## src/rtl/int_ctrl_pkg.sv

```systemverilog
// Shared types and constants for the interrupt controller.
// State encoding, register map and source bit assignments.
package int_ctrl_pkg;

  localparam int CPU_WIDTH = 16;
  localparam int NUM_SRC   = 8;

  typedef enum logic [1:0] {
    IDLE    = 2'd0,
    ISSUE   = 2'd1,
    SERVICE = 2'd2
  } state_t;

  localparam logic [1:0] ADDR_MASK = 2'd0;
  localparam logic [1:0] ADDR_PEND = 2'd1;
  localparam logic [1:0] ADDR_CTRL = 2'd2;
  localparam logic [1:0] ADDR_EPC  = 2'd3;

  localparam int SRC_TIMER = 0;
  localparam int SRC_UART  = 1;
  localparam int SRC_BT    = 2;

endpackage

```

## src/rtl/int_ctrl_if.sv

```systemverilog
// Core-side configuration register port of the interrupt controller.
// Writes take effect on the next clk edge; reads are combinational on cfg_addr.
interface int_ctrl_if
  import int_ctrl_pkg::*;
();

  logic                 cfg_we;
  logic [1:0]           cfg_addr;
  logic [CPU_WIDTH-1:0] cfg_wdata;
  logic [CPU_WIDTH-1:0] cfg_rdata;

  modport master (output cfg_we, output cfg_addr, output cfg_wdata, input cfg_rdata);
  modport slave  (input cfg_we, input cfg_addr, input cfg_wdata, output cfg_rdata);

endinterface

```

## src/rtl/int_prio_enc.sv

```systemverilog
// Fixed-priority encoder: one-hot grant of the lowest set request bit, plus valid.
// Latency: purely combinational; no backpressure.
module int_prio_enc
  import int_ctrl_pkg::*;
(
  input  logic [NUM_SRC-1:0] req,
  output logic [NUM_SRC-1:0] grant,
  output logic               vld
);

  // Two's-complement trick isolates the lowest set bit.
  assign grant = req & (~req + NUM_SRC'(1));
  assign vld   = |req;

endmodule

```

## src/rtl/int_ctrl.sv

```systemverilog
// Interrupt controller: latch/mask 8 sources, issue one-hot irq, save EPC. Optional INTC_LEVEL_EN.
// Latency: source edge at N -> irq at N+2; blocks new issues until iret (no other backpressure).
module int_ctrl
  import int_ctrl_pkg::*;
(
  input  logic                 clk,
  input  logic                 rst_n,
  input  logic [NUM_SRC-1:0]   src_irq,
  input  logic [CPU_WIDTH-1:0] pc,
  input  logic                 jump_flag,
  input  logic [CPU_WIDTH-1:0] branch_pc,
  input  logic                 inst_valid,
  input  logic                 iret,
  int_ctrl_if.slave            cfg,
  output logic [NUM_SRC-1:0]   irq,
  output logic [CPU_WIDTH-1:0] epc,
  output logic                 in_service
);

  state_t               state, state_nxt;
  logic [NUM_SRC-1:0]   pending, mask, req, grant, w1c_clr;
  logic                 gie, grant_vld;
  logic                 issue_go, enter_svc, leave_svc;
  logic                 unused_wdata;

  assign req          = pending & mask;
  assign w1c_clr      = (cfg.cfg_we && cfg.cfg_addr == ADDR_PEND) ? cfg.cfg_wdata[NUM_SRC-1:0] : '0;
  assign unused_wdata = ^cfg.cfg_wdata[CPU_WIDTH-1:NUM_SRC];

  int_prio_enc u_prio (
    .req   (req),
    .grant (grant),
    .vld   (grant_vld)
  );

  always_ff @(posedge clk or negedge rst_n) begin
    if (!rst_n) state <= IDLE;
    else        state <= state_nxt;
  end

  always_comb begin
    state_nxt = state;
    case (state)
      IDLE:    if (issue_go)  state_nxt = ISSUE;
      ISSUE:                  state_nxt = SERVICE;
      SERVICE: if (leave_svc) state_nxt = IDLE;
      default:                state_nxt = IDLE;
    endcase
  end

  // A stalled fetch (no instruction, no redirect) has no valid return PC.
  always_comb begin
    issue_go  = 1'b0;
    enter_svc = 1'b0;
    leave_svc = 1'b0;
    case (state)
      IDLE:    issue_go  = gie && grant_vld && (inst_valid || jump_flag);
      ISSUE:   enter_svc = 1'b1;
      SERVICE: leave_svc = iret;
      default: ;
    endcase
  end

`ifdef INTC_LEVEL_EN
  logic unused_level;
  assign unused_level = ^w1c_clr;

  always_ff @(posedge clk or negedge rst_n) begin
    if (!rst_n) pending <= '0;
    else        pending <= src_irq;
  end
`else
  logic [NUM_SRC-1:0] src_d;

  // New rises win over any clear landing in the same cycle.
  always_ff @(posedge clk or negedge rst_n) begin
    if (!rst_n) begin
      src_d   <= '0;
      pending <= '0;
    end else begin
      src_d   <= src_irq;
      pending <= (pending & ~w1c_clr & ~(issue_go ? grant : '0)) | (src_irq & ~src_d);
    end
  end
`endif

  always_ff @(posedge clk or negedge rst_n) begin
    if (!rst_n) begin
      mask       <= '0;
      gie        <= 1'b0;
      irq        <= '0;
      epc        <= '0;
      in_service <= 1'b0;
    end else begin
      if (cfg.cfg_we && cfg.cfg_addr == ADDR_MASK) mask <= cfg.cfg_wdata[NUM_SRC-1:0];
      if (cfg.cfg_we && cfg.cfg_addr == ADDR_CTRL) gie  <= cfg.cfg_wdata[0];
      if (issue_go) begin
        irq <= grant;
        epc <= jump_flag ? branch_pc : pc + CPU_WIDTH'(1);
      end
      if (enter_svc) begin
        irq        <= '0;
        in_service <= 1'b1;
      end
      if (leave_svc) in_service <= 1'b0;
    end
  end

  always_comb begin
    cfg.cfg_rdata = '0;
    case (cfg.cfg_addr)
      ADDR_MASK: cfg.cfg_rdata = CPU_WIDTH'(mask);
      ADDR_PEND: cfg.cfg_rdata = CPU_WIDTH'(pending);
      ADDR_CTRL: cfg.cfg_rdata = CPU_WIDTH'({in_service, gie});
      ADDR_EPC:  cfg.cfg_rdata = epc;
      default:   cfg.cfg_rdata = '0;
    endcase
  end

endmodule
```

## src/flat_wrapper.sv

```systemverilog
// flat-port wrapper written by rule: the top's interface ports become plain ports
module int_ctrl_flat import int_ctrl_pkg::*;
  (clk, rst_n, src_irq, pc, jump_flag, branch_pc, inst_valid, iret, irq, epc, in_service, cfg_cfg_we, cfg_cfg_addr, cfg_cfg_wdata, cfg_cfg_rdata);
  int_ctrl_if cfg_i ();
  input  logic clk;
  input  logic rst_n;
  input  logic [NUM_SRC-1:0] src_irq;
  input  logic [CPU_WIDTH-1:0] pc;
  input  logic jump_flag;
  input  logic [CPU_WIDTH-1:0] branch_pc;
  input  logic inst_valid;
  input  logic iret;
  output logic [NUM_SRC-1:0] irq;
  output logic [CPU_WIDTH-1:0] epc;
  output logic in_service;
  input wire logic [$bits(cfg_i.cfg_we)-1:0] cfg_cfg_we;
  input wire logic [$bits(cfg_i.cfg_addr)-1:0] cfg_cfg_addr;
  input wire logic [$bits(cfg_i.cfg_wdata)-1:0] cfg_cfg_wdata;
  output wire logic [$bits(cfg_i.cfg_rdata)-1:0] cfg_cfg_rdata;
  assign cfg_i.cfg_we = cfg_cfg_we;
  assign cfg_i.cfg_addr = cfg_cfg_addr;
  assign cfg_i.cfg_wdata = cfg_cfg_wdata;
  assign cfg_cfg_rdata = cfg_i.cfg_rdata;
  int_ctrl u_core (.clk(clk), .rst_n(rst_n), .src_irq(src_irq), .pc(pc), .jump_flag(jump_flag), .branch_pc(branch_pc), .inst_valid(inst_valid), .iret(iret), .cfg(cfg_i), .irq(irq), .epc(epc), .in_service(in_service));
endmodule
```

## config.mk

```make
export PLATFORM = sky130hd
export DESIGN_NAME = int_ctrl_flat
export DESIGN_NICKNAME = d
export VERILOG_FILES = /design/src/rtl/int_ctrl_pkg.sv /design/src/rtl/int_ctrl_if.sv /design/src/rtl/int_prio_enc.sv /design/src/rtl/int_ctrl.sv /design/src/flat_wrapper.sv
export SDC_FILE = /design/constraint.sdc
export NUM_CORES = 1
export LEC_CHECK = 0
export BUFFER_PORTS_ARGS = -buffer_cell sky130_fd_sc_hd__buf_4
export CAP_MARGIN = 10
export CORE_UTILIZATION = 49
export CTS_BUF_LIST = sky130_fd_sc_hd__clkbuf_16
export DETAILED_ROUTE_END_ITERATION = 7
export GPL_TIMING_DRIVEN = 1
export PLACE_DENSITY = 0.8
export SETUP_SLACK_MARGIN = 0.5
export SLEW_MARGIN = 20
export SYNTH_ARGS = -nofsm -noshare
export SYNTH_HDL_FRONTEND = slang
export SYNTH_SLANG_ARGS = --single-unit
```

## constraint.sdc

```tcl
create_clock -name clk -period 2 [get_ports clk]
set_input_delay 0.2 -clock clk [delete_from_list [all_inputs] [get_ports clk]]
set_output_delay 0.2 -clock clk [all_outputs]
set_load 0.05 [all_outputs]
```

==> impl_metrics.yaml, run 1 <==
run_status:
  status: "finished clean"
synth:
  synth_cell_type_count: 45
  syn_nets: 336
  syn_area_sq_um: 2740
  yosysWarningCount: 0
  synth.avg_cell_area_sq_um: 10.1
  synth-edff-count: 0
  async_flop_share_pct: 100
  synthFlopType: "dfrtp_1"
  syn-instance-count: 271
  ys_ff_latch: 52
  synth-seq-area-share_pct: 47.5
clock_network:
  tritoncts: "done"
  numCtsBuffers: 5
  htreeDepth: 2
  clkTransAtPathRegs_ns: 0.06
  clk_latency_ns: 0.28
  cts-root-to-sink-buffers: 2
  cts_root_buffer: "clkbuf_16"
  clock-sinks: 52
pwr:
  pwr_density_cell_nw_per_um2: 1330
  ir_drop_mv: 0.666
  power_uw: 5500
  cellLeakagePower_uw: 0.00201
detailed_routing:
  wl_per_cell_microns: 18.1
  dr.first_iter.drc_count: 226
  drtPass1Iterations: 4
  vias: 2648
  drt-total-wl_mm: 8.38
  drc: 0
  viasPerCell: 5.71
  postRouteAntennaNets: 0
timing:
  skew_ns: 0.00427
  finalHoldViolCount: 0
  setup_viol: 0
  setup_tns_ns: 0
  post-route-period-util_pct: 99.7
  max_freq_ghz: 0.501
  rsz0062_at_grt: "true"
  period_minus_slack_ns: 1.99
  worst_slack_ns: 0.00579
  relSlewSlack_pct: 56.5
  slew_viol_final: 0
  tightest_slew_ns: 0.653
worst_setup_path:
  reg2reg_from: "u_core.pending[0]$_DFF_PN0_"
  r2r_end: "u_core.pending[7]$_DFF_PN0_"
  critPathSlowestCell: "a222oi_1"
  start_kind: "flop"
  ff2ff_path_depth: 5
  cp.required_ns: 2.17
  crit_path_end: "u_core.pending[7]$_DFF_PN0_"
  cp_slowest_stage_delay_ns: 0.47
  cp_max_fo: 5
  critical_path.cell_chain: "a222oi_1, nand2_1, and3b_2, nand4_1, a32o_1"
  worstPathArrival_ns: 2.17
  startpoint: "u_core.pending[0]$_DFF_PN0_"
  rrSetupSlack_ns: 0.006
  path_class: "flop to flop"
  endpoint_kind: "flop"
grt:
  grt_max_degree: 53
  grt_pass1_wl_mm: 12.0
  track_usage_pct: 26.3
  grt_pass1_vias: 2472
  grt_overflow: 0
  antenna_found_initial: 0
worst_hold_path:
  holdPathStages: 1
  hold_class: "primary input to flop"
cells_and_area:
  nets: 459
  syn_to_final_growth_pct: 51.3
  drive_gt1_share_pct: 48.2
  antenna_cells: 0
die:
  core_area_sq_um: 5240
  fp.dieW_microns: 76.8
  fp.dieH_microns: 76.8
  io_pins: 105
  start_util_pct: 52.3
  dieArea_sq_um: 5900
  row_count: 26
placed_design:
  post-dp-hpwl_mm: 5.13
  place.gp.congestion: 0.801
  dp_slack_ns: 0.173
  portBuffers: 96
job:
  drv_cap: 0
[routing by layer]
layer | global-route usage [%] | part of all wire [%] | up-vias
li1 | - | - | 1214
met1 | 31.5 | 39 | 1318
met2 | 46.6 | 52 | 99
met3 | 5.12 | 5.9 | 17
met4 | 9.23 | 2.1 | 0
met5 | 0 | 0 | -
[layout make-up]
| class | instances | area (sq um) |
|---|---|---|
| Clock buffer | 5 | 125 |
| Clock inverter | 2 | 7.51 |
| Fill cell | 318 | 1090 |
| Inverter | 11 | 41.3 |
| Multi-Input combinational cell | 192 | 1420 |
| Sequential cell | 52 | 1300 |
| Tap cell | 70 | 87.6 |
| Timing Repair Buffer | 132 | 1160 |
[worst min-delay path by stage]
stage | end | slack [ns] | start
final | u_core.src_d[1]$_DFF_PN0_ | 0.03 | src_irq[1]
after global routing | u_core.src_d[0]$_DFF_PN0_ | 0.02 | src_irq[0]
after CTS | u_core.src_d[6]$_DFF_PN0_ | 0.02 | src_irq[6]
after detailed placement | u_core.irq[0]$_DFFE_PN0P_ | 0.27 | rst_n
after global placement | u_core.irq[0]$_DFFE_PN0P_ | 0.27 | rst_n
after floorplan | u_core.epc[0]$_DFFE_PN0N_ | -0.1 | rst_n
[cell usage after synthesis, types with 2 or more instances]
| cell type | n | area share [%] |
|---|---|---|
| nand4_1 | 7 | 1.6 |
| a32o_1 | 2 | 0.73 |
| buf_6 | 3 | 1.2 |
| mux2i_1 | 11 | 4.0 |
| nor2_1 | 7 | 0.96 |
| mux4_2 | 2 | 1.6 |
| mux2_2 | 15 | 6.2 |
| xnor2_1 | 11 | 3.5 |
| nand3_2 | 3 | 1.1 |
| o21ai_1 | 3 | 0.55 |
| o22ai_1 | 2 | 0.46 |
| a22o_1 | 6 | 1.9 |
| and3_1 | 9 | 2.1 |
| dfrtp_1 | 52 | 47 |
| clkbuf_1 | 6 | 0.82 |
| o211ai_1 | 2 | 0.55 |
| inv_1 | 10 | 1.4 |
| buf_2 | 4 | 0.73 |
| a22oi_1 | 2 | 0.55 |
| nand2_1 | 44 | 6.0 |
| nand3_1 | 12 | 2.2 |
| and4_1 | 5 | 1.6 |
| xor2_1 | 2 | 0.64 |
| o21ai_0 | 19 | 3.5 |
| a21oi_1 | 6 | 1.1 |
| nand2b_1 | 3 | 0.69 |
| and2_1 | 2 | 0.46 |
| o21ai_2 | 4 | 1.3 |
[report_power, final]
group | total [uW] | switching [uW] | internal, uW
clock | 799 | 351 | 448
combinational | 3040 | 1800 | 1240
sequential | 1660 | 305 | 1360
total | 5500 | 2460 | 3040
[flip-flops by register name, summed over array words and instances (netlist names)]
signal,cells
u_core.mask,8
u_core.src_d,8
u_core.pending,8
u_core.epc,16
u_core.gie,1
u_core.irq,8
u_core.state,2
u_core.in_service,1
[cell families after synthesis]
group | after synthesis | share of synthesized area (%)
and+or+nand+nor | 97 | 18.1
AOI/OAI and AO/OA | 53 | 12.8
DFF | 52 | 47.5
muxes | 28 | 11.8
buffers and inverters | 27 | 5.16
xor gates and xnor gates | 13 | 4.16
adders and majority gates | 1 | 0.457
[cells in the final DEF, fill, tap and decap left out, types with 7 or more instances in the layout]
master and instances:
buf_4 105, nand2_2 13, mux2i_1 11, mux2_2 14, nand4_1 7, nor2_1 7
nand3_1 10, nand2_1 29, o21ai_1 14, o21ai_2 9, xnor2_1 11, buf_6 19
dfrtp_1 50, clkbuf_16 8, and3_1 9, inv_1 10
[stage by stage]
step	hold slack [ns]	std cells	instance area, sq um	utilization (%)
floorplan	-0.0956	271	2750	-
global placement	0.266	427	3510	67.0
detailed placement	0.270	427	3510	67.0
CTS	0.0199	458	3920	74.8
global route	0.0229	464	4150	79.2
finish	0.0276	464	4150	79.2
[critical path: cells and delay by family, from the launching register on]
kind            cells  cell delay, ns
simple gates        3            0.73
flops               1            0.43
compound gates      2            0.72
[repair_timing]
| item | CTS | global route |
|---|---|---|
| cloned | 1 | 4 |
| pin swaps | 4 | 21 |
| hold buffers | 1 | 0 |
| buffers inserted | 22 | 2 |
| resized for setup | 25 | 36 |
| endpoints found under the setup margin | 39 | 40 |
| endpoints found under the hold margin | 52 | 0 |
(Power assumes the default switching activity.)
==> run 2, diff against run 1 <==
--- a/config.mk
+++ b/config.mk
@@ -16,4 +16,5 @@
 export SLEW_MARGIN = 20
 export SYNTH_ARGS = -nofsm -noshare
 export SYNTH_HDL_FRONTEND = slang
+export SYNTH_HIERARCHICAL = 1
 export SYNTH_SLANG_ARGS = --single-unit
==> run 2 against run 1 <==
Sequential power down 2%; clock power rose by 1%; clock skew is essentially flat; worst hold slack improved by 0.0013 ns; critical path depth grew 3; largest power group unchanged; count of clock-buffer cells in the layout did not move.
==> impl_metrics.yaml, run 2 <==
pwr:
  cellLeakagePower_uw: 0.00181
  ir_drop_mv: 1.19
  power_uw: 5140
  pwr_density_cell_nw_per_um2: 1330
worst_setup_path:
  path_class: "flop to flop"
  start_kind: "flop"
  startpoint: "u_core/mask[1]$_DFFE_PN0P_"
  critPathSlowestCell: "or4_4"
  cp_max_fo: 8
  crit_top_cell: "nand3_1"
  critical_path.cell_chain: "and2_4, nor4_4, nand3_1, and4bb_2, buf_4, nand3_4, or4_4, nand3_1"
  reg2reg_from: "u_core/mask[1]$_DFFE_PN0P_"
  cp_slowest_stage_delay_ns: 0.53
  worstPathArrival_ns: 2.13
  crit_family: "simple AND/OR/NAND/NOR gates"
  worstPathBufferInverterCount: 1
  endpoint_kind: "flop"
  cp.required_ns: 2.22
synth:
  syn-instance-count: 276
  synth.avg_cell_area_sq_um: 9.88
  synth_top_area_share_pct: 47.7
  yosys.area.top_type: "dfrtp_1"
  syn_area_sq_um: 2730
  synthFlopType: "dfrtp_1"
  ys_ff_latch: 52
  synth-seq-area-share_pct: 47.7
  synth_cell_type_count: 49
  synth_common_cells: "dfrtp_1 (52), nand2_1 (36), nor2_1 (16)"
  synthTopCellsByArea: "dfrtp_1 (48%), nand2_1 (5.0%), mux2_2 (4.1%)"
  yosysWarningCount: 6
  syn_nets: 341
  synth.most_common_cell: "dfrtp_1"
  async_flop_share_pct: 100
  synth-edff-count: 0
grt:
  antenna_found_initial: 0
  grt_pass1_wl_mm: 12.4
  grt_max_degree: 53
  grt_pass1_vias: 2582
  grt_overflow: 0
  track_usage_pct: 26.8
detailed_routing:
  wl_per_cell_microns: 16.9
  drtPass1Iterations: 4
  drt-total-wl_mm: 7.77
  vias: 2605
  viasPerCell: 5.66
  dr.first_iter.drc_count: 173
  postRouteAntennaNets: 0
  drc: 0
cells_and_area:
  final_common_cell: "buf_4"
  final_cell_mix: "buf_4 (113), dfrtp_1 (52), nand2_1 (36)"
  design_area_sq_um: 3870
  layout.cells.non_filler: 460
  final_util_pct: 73.9
  syn_to_final_growth_pct: 42.0
  regMostFlops: "u_core/epc"
  antenna_cells: 0
  fillers: 374
  drive_gt1_share_pct: 41.0
  nets: 455
  largest_reg_flops: 16
clock_network:
  numCtsBuffers: 5
  cts-root-to-sink-buffers: 2
  tritoncts: "done"
  htreeDepth: 2
  clk_latency_ns: 0.28
  clock-sinks: 52
  clkTransAtPathRegs_ns: 0.06
  cts_root_buffer: "clkbuf_16"
timing:
  setup_viol: 0
  period_minus_slack_ns: 1.92
  setup_tns_ns: 0
  slew_viol_final: 0
  finalHoldViolCount: 0
  post-route-period-util_pct: 95.8
  rsz0062_at_grt: "true"
  skew_ns: 0.00414
  tightest_slew_ns: 0.644
  relSlewSlack_pct: 57.1
  max_freq_ghz: 0.522
job:
  drv_cap: 0
die:
  dieArea_sq_um: 5870
  row_count: 26
  io_pins: 105
  core_area_sq_um: 5240
  fp.dieW_microns: 76.6
  start_util_pct: 52.1
  fp.dieH_microns: 76.6
worst_hold_path:
  worstHoldStart: "src_irq[2]"
  hold_class: "primary input to flop"
run_status:
  status: "finished clean"
placed_design:
  place.gp.congestion: 0.806
  post-dp-hpwl_mm: 5.33
  portBuffers: 96
  dpl_cell_area_sq_um: 3560
  dp_cells: 438
[run 2: cell count changes in the layout (fill, tap and decap cells not counted), sizes merged, moves of 4 or more]
cell   previous run  this run
nor3              1         5
o22ai             2         6
o21ai            26        21
buf             128       119
a32o              2         8
nand2            44        36
mux2i            11         7
nand4             7         3
and2              2        10
a21oi             6        12
nor2              7        16
mux2             15        10
[run 2: final timing paths]
check	endpoint	slack, ns	cells past startpoint
worst min-delay path	u_core/src_d[2]$_DFF_PN0_	0.03	1
min in group asynchronous	u_core/pending[3]$_DFF_PN0_	0.50	2
worst max register to register	u_core/epc[15]$_DFFE_PN0N_	0.08	8
worst max-delay path	u_core/epc[15]$_DFFE_PN0N_	0.08	8
max in group asynchronous	u_core/pending[4]$_DFF_PN0_	1.07	2
worst min register to register	u_core/irq[3]$_DFFE_PN0P_	0.50	1
[run 2: through the flow]
step	setup WS (ns)	hold WS [ns]
final	0.0843	0.0288
after global routing	-0.0105	0.0168
after CTS	0.110	0.0241
after detailed placement	0.0707	0.269
after global placement	0.0856	0.269
after floorplan	0.108	-0.0956
[run 2: layout make-up]
class	instances	area [sq um]	area share (%)
Clock inverter	2	12.5	0.323
Tap cell	70	87.6	2.26
Inverter	14	55.1	1.42
Sequential cell	52	1300	33.6
Timing Repair Buffer	120	935	24.1
Multi-Input combinational cell	197	1360	35.0
Clock buffer	5	125	3.23
[run 2: metal layers]
layer  global-route usage (%)  wire length [microns]  vias to the layer above
met4                     7.12                     64                        0
li1                         -                      -                     1214
met5                        0                      0                        -
met1                     35.0                   3270                     1281
met2                     44.2                   3940                      104
met3                     6.95                    501                        6
[run 2: report_power, final]
part,switching [uW],internal [uW],leakage [uW],total [uW]
logic,1700,1020,0.00113,2710
clock network,353,454,0.0000657,807
registers,266,1360,0.000618,1620
[run 2: timing repair]
action	in CTS	in global routing
hold buffers	1	0
pin swaps	2	8
setup buffers	7	7
gates resized for setup	8	10
setup endpoints to repair	35	35
endpoints found under the hold margin	52	0
[run 2: cell families after synthesis]
| logic type | synth area share (%) |
|---|---|
| DFF | 47.7 |
| adders and majority gates | 0.459 |
| muxes | 8.35 |
| AOI/OAI and AO/OA | 14.9 |
| and+or+nand+nor | 20.9 |
| buffers and inverters | 4.45 |
| xor gates and xnor gates | 3.21 |
==> run 3, diff against run 2 <==
--- a/config.mk
+++ b/config.mk
@@ -5,9 +5,10 @@
 export SDC_FILE = /design/constraint.sdc
 export NUM_CORES = 1
 export LEC_CHECK = 0
+export ABC_AREA = 1
 export BUFFER_PORTS_ARGS = -buffer_cell sky130_fd_sc_hd__buf_4
 export CAP_MARGIN = 10
-export CORE_UTILIZATION = 49
+export CORE_UTILIZATION = 50
 export CTS_BUF_LIST = sky130_fd_sc_hd__clkbuf_16
 export DETAILED_ROUTE_END_ITERATION = 7
 export GPL_TIMING_DRIVEN = 1
==> run 3 against run 2 <==
Synthesized cell count up 45%; non-clock buffer count is 8 higher; register-to-register slack improved by 0.28 ns; final area up 8.7%; clock skew increased by 0.0027 ns; critical path type unchanged; critical endpoint is now u_core/epc[0]$_DFFE_PN0N_; largest cell class unchanged.
==> impl_metrics.yaml, run 3 <==
clock_network:
  tritoncts: "done"
  clock-sinks: 52
  htreeDepth: 2
  numCtsBuffers: 5
  clkTransAtPathRegs_ns: 0.07
  clk_latency_ns: 0.29
  cts-root-to-sink-buffers: 2
  cts_root_buffer: "clkbuf_16"
placed_design:
  portBuffers: 96
  dpl_cell_area_sq_um: 3690
  post-dp-hpwl_mm: 5.71
  place.gp.congestion: 0.822
pwr:
  ir_drop_mv: 1.13
  clock_power_share_pct: 16.5
  p_sw_uw: 2370
  swShare_pct: 46.5
  internal_power_uw: 2720
  pwr-share-seq_pct: 31.1
  cellLeakagePower_uw: 0.00219
  pwr-share-comb_pct: 52.4
  pwr_density_cell_nw_per_um2: 1210
timing:
  tightest_slew_ns: 0.677
  finalHoldViolCount: 0
  max_freq_ghz: 0.611
  whs_ns: 0.0201
  skew_ns: 0.00680
  post-route-period-util_pct: 81.9
  setup_viol: 0
  relSlewSlack_pct: 54.8
  slew_viol_final: 0
  rsz0062_at_grt: "true"
  setup_tns_ns: 0
  period_minus_slack_ns: 1.64
worst_setup_path:
  crit_family: "simple AND/OR/NAND/NOR gates"
  critical_path.cell_chain: "nand2_1, inv_2, nor2_4, nand4_1, nand2_1, nor2_1, nand2_2, buf_12, clkinvlp_4, o211ai_1, o21ai_1"
  endpoint_kind: "flop"
  cp_max_fo: 6
  r2r_end: "u_core/epc[0]$_DFFE_PN0N_"
  critPathSlowestCell: "dfrtp_1"
  reg2reg_from: "u_core/mask[3]$_DFFE_PN0P_"
  startpoint: "u_core/mask[3]$_DFFE_PN0P_"
  worstPathArrival_ns: 1.81
  crit_top_cell: "nand2_1"
  rrSetupSlack_ns: 0.36
  cp_slowest_stage_delay_ns: 0.39
  worstPathBufferInverterCount: 3
  crit_path_end: "u_core/epc[0]$_DFFE_PN0N_"
  path_depth: 11
  cp.required_ns: 2.17
  path_class: "flop to flop"
  start_kind: "flop"
  ff2ff_path_depth: 11
synth:
  syn-instance-count: 399
  async_flop_share_pct: 100
  synth-seq-area-share_pct: 44.7
  yosys.area.top_type: "dfrtp_1"
  syn_area_sq_um: 2910
  synth_cell_type_count: 29
  synthFlopType: "dfrtp_1"
  ys_ff_latch: 52
  syn_nets: 464
  yosysWarningCount: 6
  synth_common_cells: "nand2_1 (107), inv_1 (62), nor2_1 (55)"
  synthTopCellsByArea: "dfrtp_1 (45%), nand2_1 (14%), inv_1 (8.0%)"
  synth_top_area_share_pct: 44.7
  synth.avg_cell_area_sq_um: 7.29
  synth.most_common_cell: "nand2_1"
  synth-edff-count: 0
detailed_routing:
  drc: 0
  postRouteAntennaNets: 0
  viasPerCell: 5.31
  dr.first_iter.drc_count: 364
  wl_per_cell_microns: 14.8
  drtPass1Iterations: 4
  vias: 3170
  drt-total-wl_mm: 8.85
grt:
  grt_overflow: 0
  top_usage_layer: "met2"
  antenna_found_initial: 0
  track_usage_pct: 29.7
  grt.met2_usage_pct: 51.0
  grt_pass1_vias: 3035
  grt_pass1_wl_mm: 14.0
  grt_max_degree: 53
  gr-usage-met3_pct: 4.30
  met1_usage_pct: 37.4
die:
  fp.dieH_microns: 78.3
  fp.dieW_microns: 78.3
  dieArea_sq_um: 6130
  io_pins: 105
  row_count: 27
  start_util_pct: 52.2
  core_area_sq_um: 5570
cells_and_area:
  regMostFlops: "u_core/epc"
  largest_reg_flops: 16
  final_cell_mix: "buf_4 (121), nand2_1 (104), inv_1 (55)"
  final_common_cell: "buf_4"
  nets: 589
  design_area_sq_um: 4210
  antenna_cells: 0
  drive_gt1_share_pct: 37.9
  syn_to_final_growth_pct: 44.6
job:
  drv_cap: 0
worst_hold_path:
  hold_class: "primary input to flop"
run_status:
  status: "finished clean"
-- run 3: changes by cell type after synthesis, sizes merged, moves of 10 or more --
cell	delta
mux2	-10
nor2	+49
nand3	+17
inv	+53
nand2	+73
and2	-10
-- run 3: area by class of cell --
class	instances	area, sq um
Sequential cell	52	1300
Clock inverter	3	20.0
Clock buffer	5	125
Timing Repair Buffer	128	1030
Inverter	67	255
Tap cell	72	90.1
Multi-Input combinational cell	269	1380
Fill cell	402	1370
Timing Repair inverter	1	7.51
-- run 3: power groups by stage --
stage	Sequential [uW]	Clock (uW)	Combinational, uW
after floorplan	2260	0	884
after global placement	1590	0	2260
after detailed placement	1590	0	2300
after CTS	1570	848	2540
after global routing	1620	909	2810
final	1580	840	2660
-- run 3: worst min-delay path by stage --
stage	from	cells after the start	endpoint
6_report	src_irq[4]	1	u_core/src_d[4]$_DFF_PN0_
5_1_grt	src_irq[4]	1	u_core/src_d[4]$_DFF_PN0_
4_1_cts	src_irq[1]	1	u_core/src_d[1]$_DFF_PN0_
3_5_place_dp	rst_n	1	u_core/epc[0]$_DFFE_PN0N_
3_3_place_gp	rst_n	1	u_core/epc[0]$_DFFE_PN0N_
2_1_floorplan	rst_n	0	u_core/epc[0]$_DFFE_PN0N_
-- run 3: metrics by stage --
stage | power, uW | utilization (%) | worst slack, ns | instances
2_1_floorplan | 3140 | - | 0.428 | 399
3_3_place_gp | 3850 | 66.2 | 0.272 | 559
3_5_place_dp | 3890 | 66.2 | 0.214 | 559
4_1_cts | 4960 | 73.5 | 0.418 | 589
5_1_grt | 5340 | 75.5 | 0.289 | 597
6_report | 5090 | 75.5 | 0.363 | 597
-- run 3: kinds of logic after synthesis --
kind of cell | after synthesis | synth area share (%)
and+or+nand+nor | 209 | 30.8
buffers and inverters | 78 | 11.6
AOI/OAI and AO/OA | 56 | 11.6
DFF | 52 | 44.7
xor gates and xnor gates | 3 | 0.903
adders and majority gates | 1 | 0.430
-- run 3: layer usage --
metal,wire (microns),share of wire [%]
met1,3640,41
met2,4410,50
met3,573,6.5
met4,230,2.6
met5,0,0
-- run 3: what timing repair did --
item / CTS / global route
cloned: 3 / 0
setup endpoints to repair: 31 / 33
resized for setup: 24 / 20
setup buffers: 18 / 8
endpoints found under the hold margin: 52 / 0
pin swaps: 10 / 16
hold buffers: 1 / 0
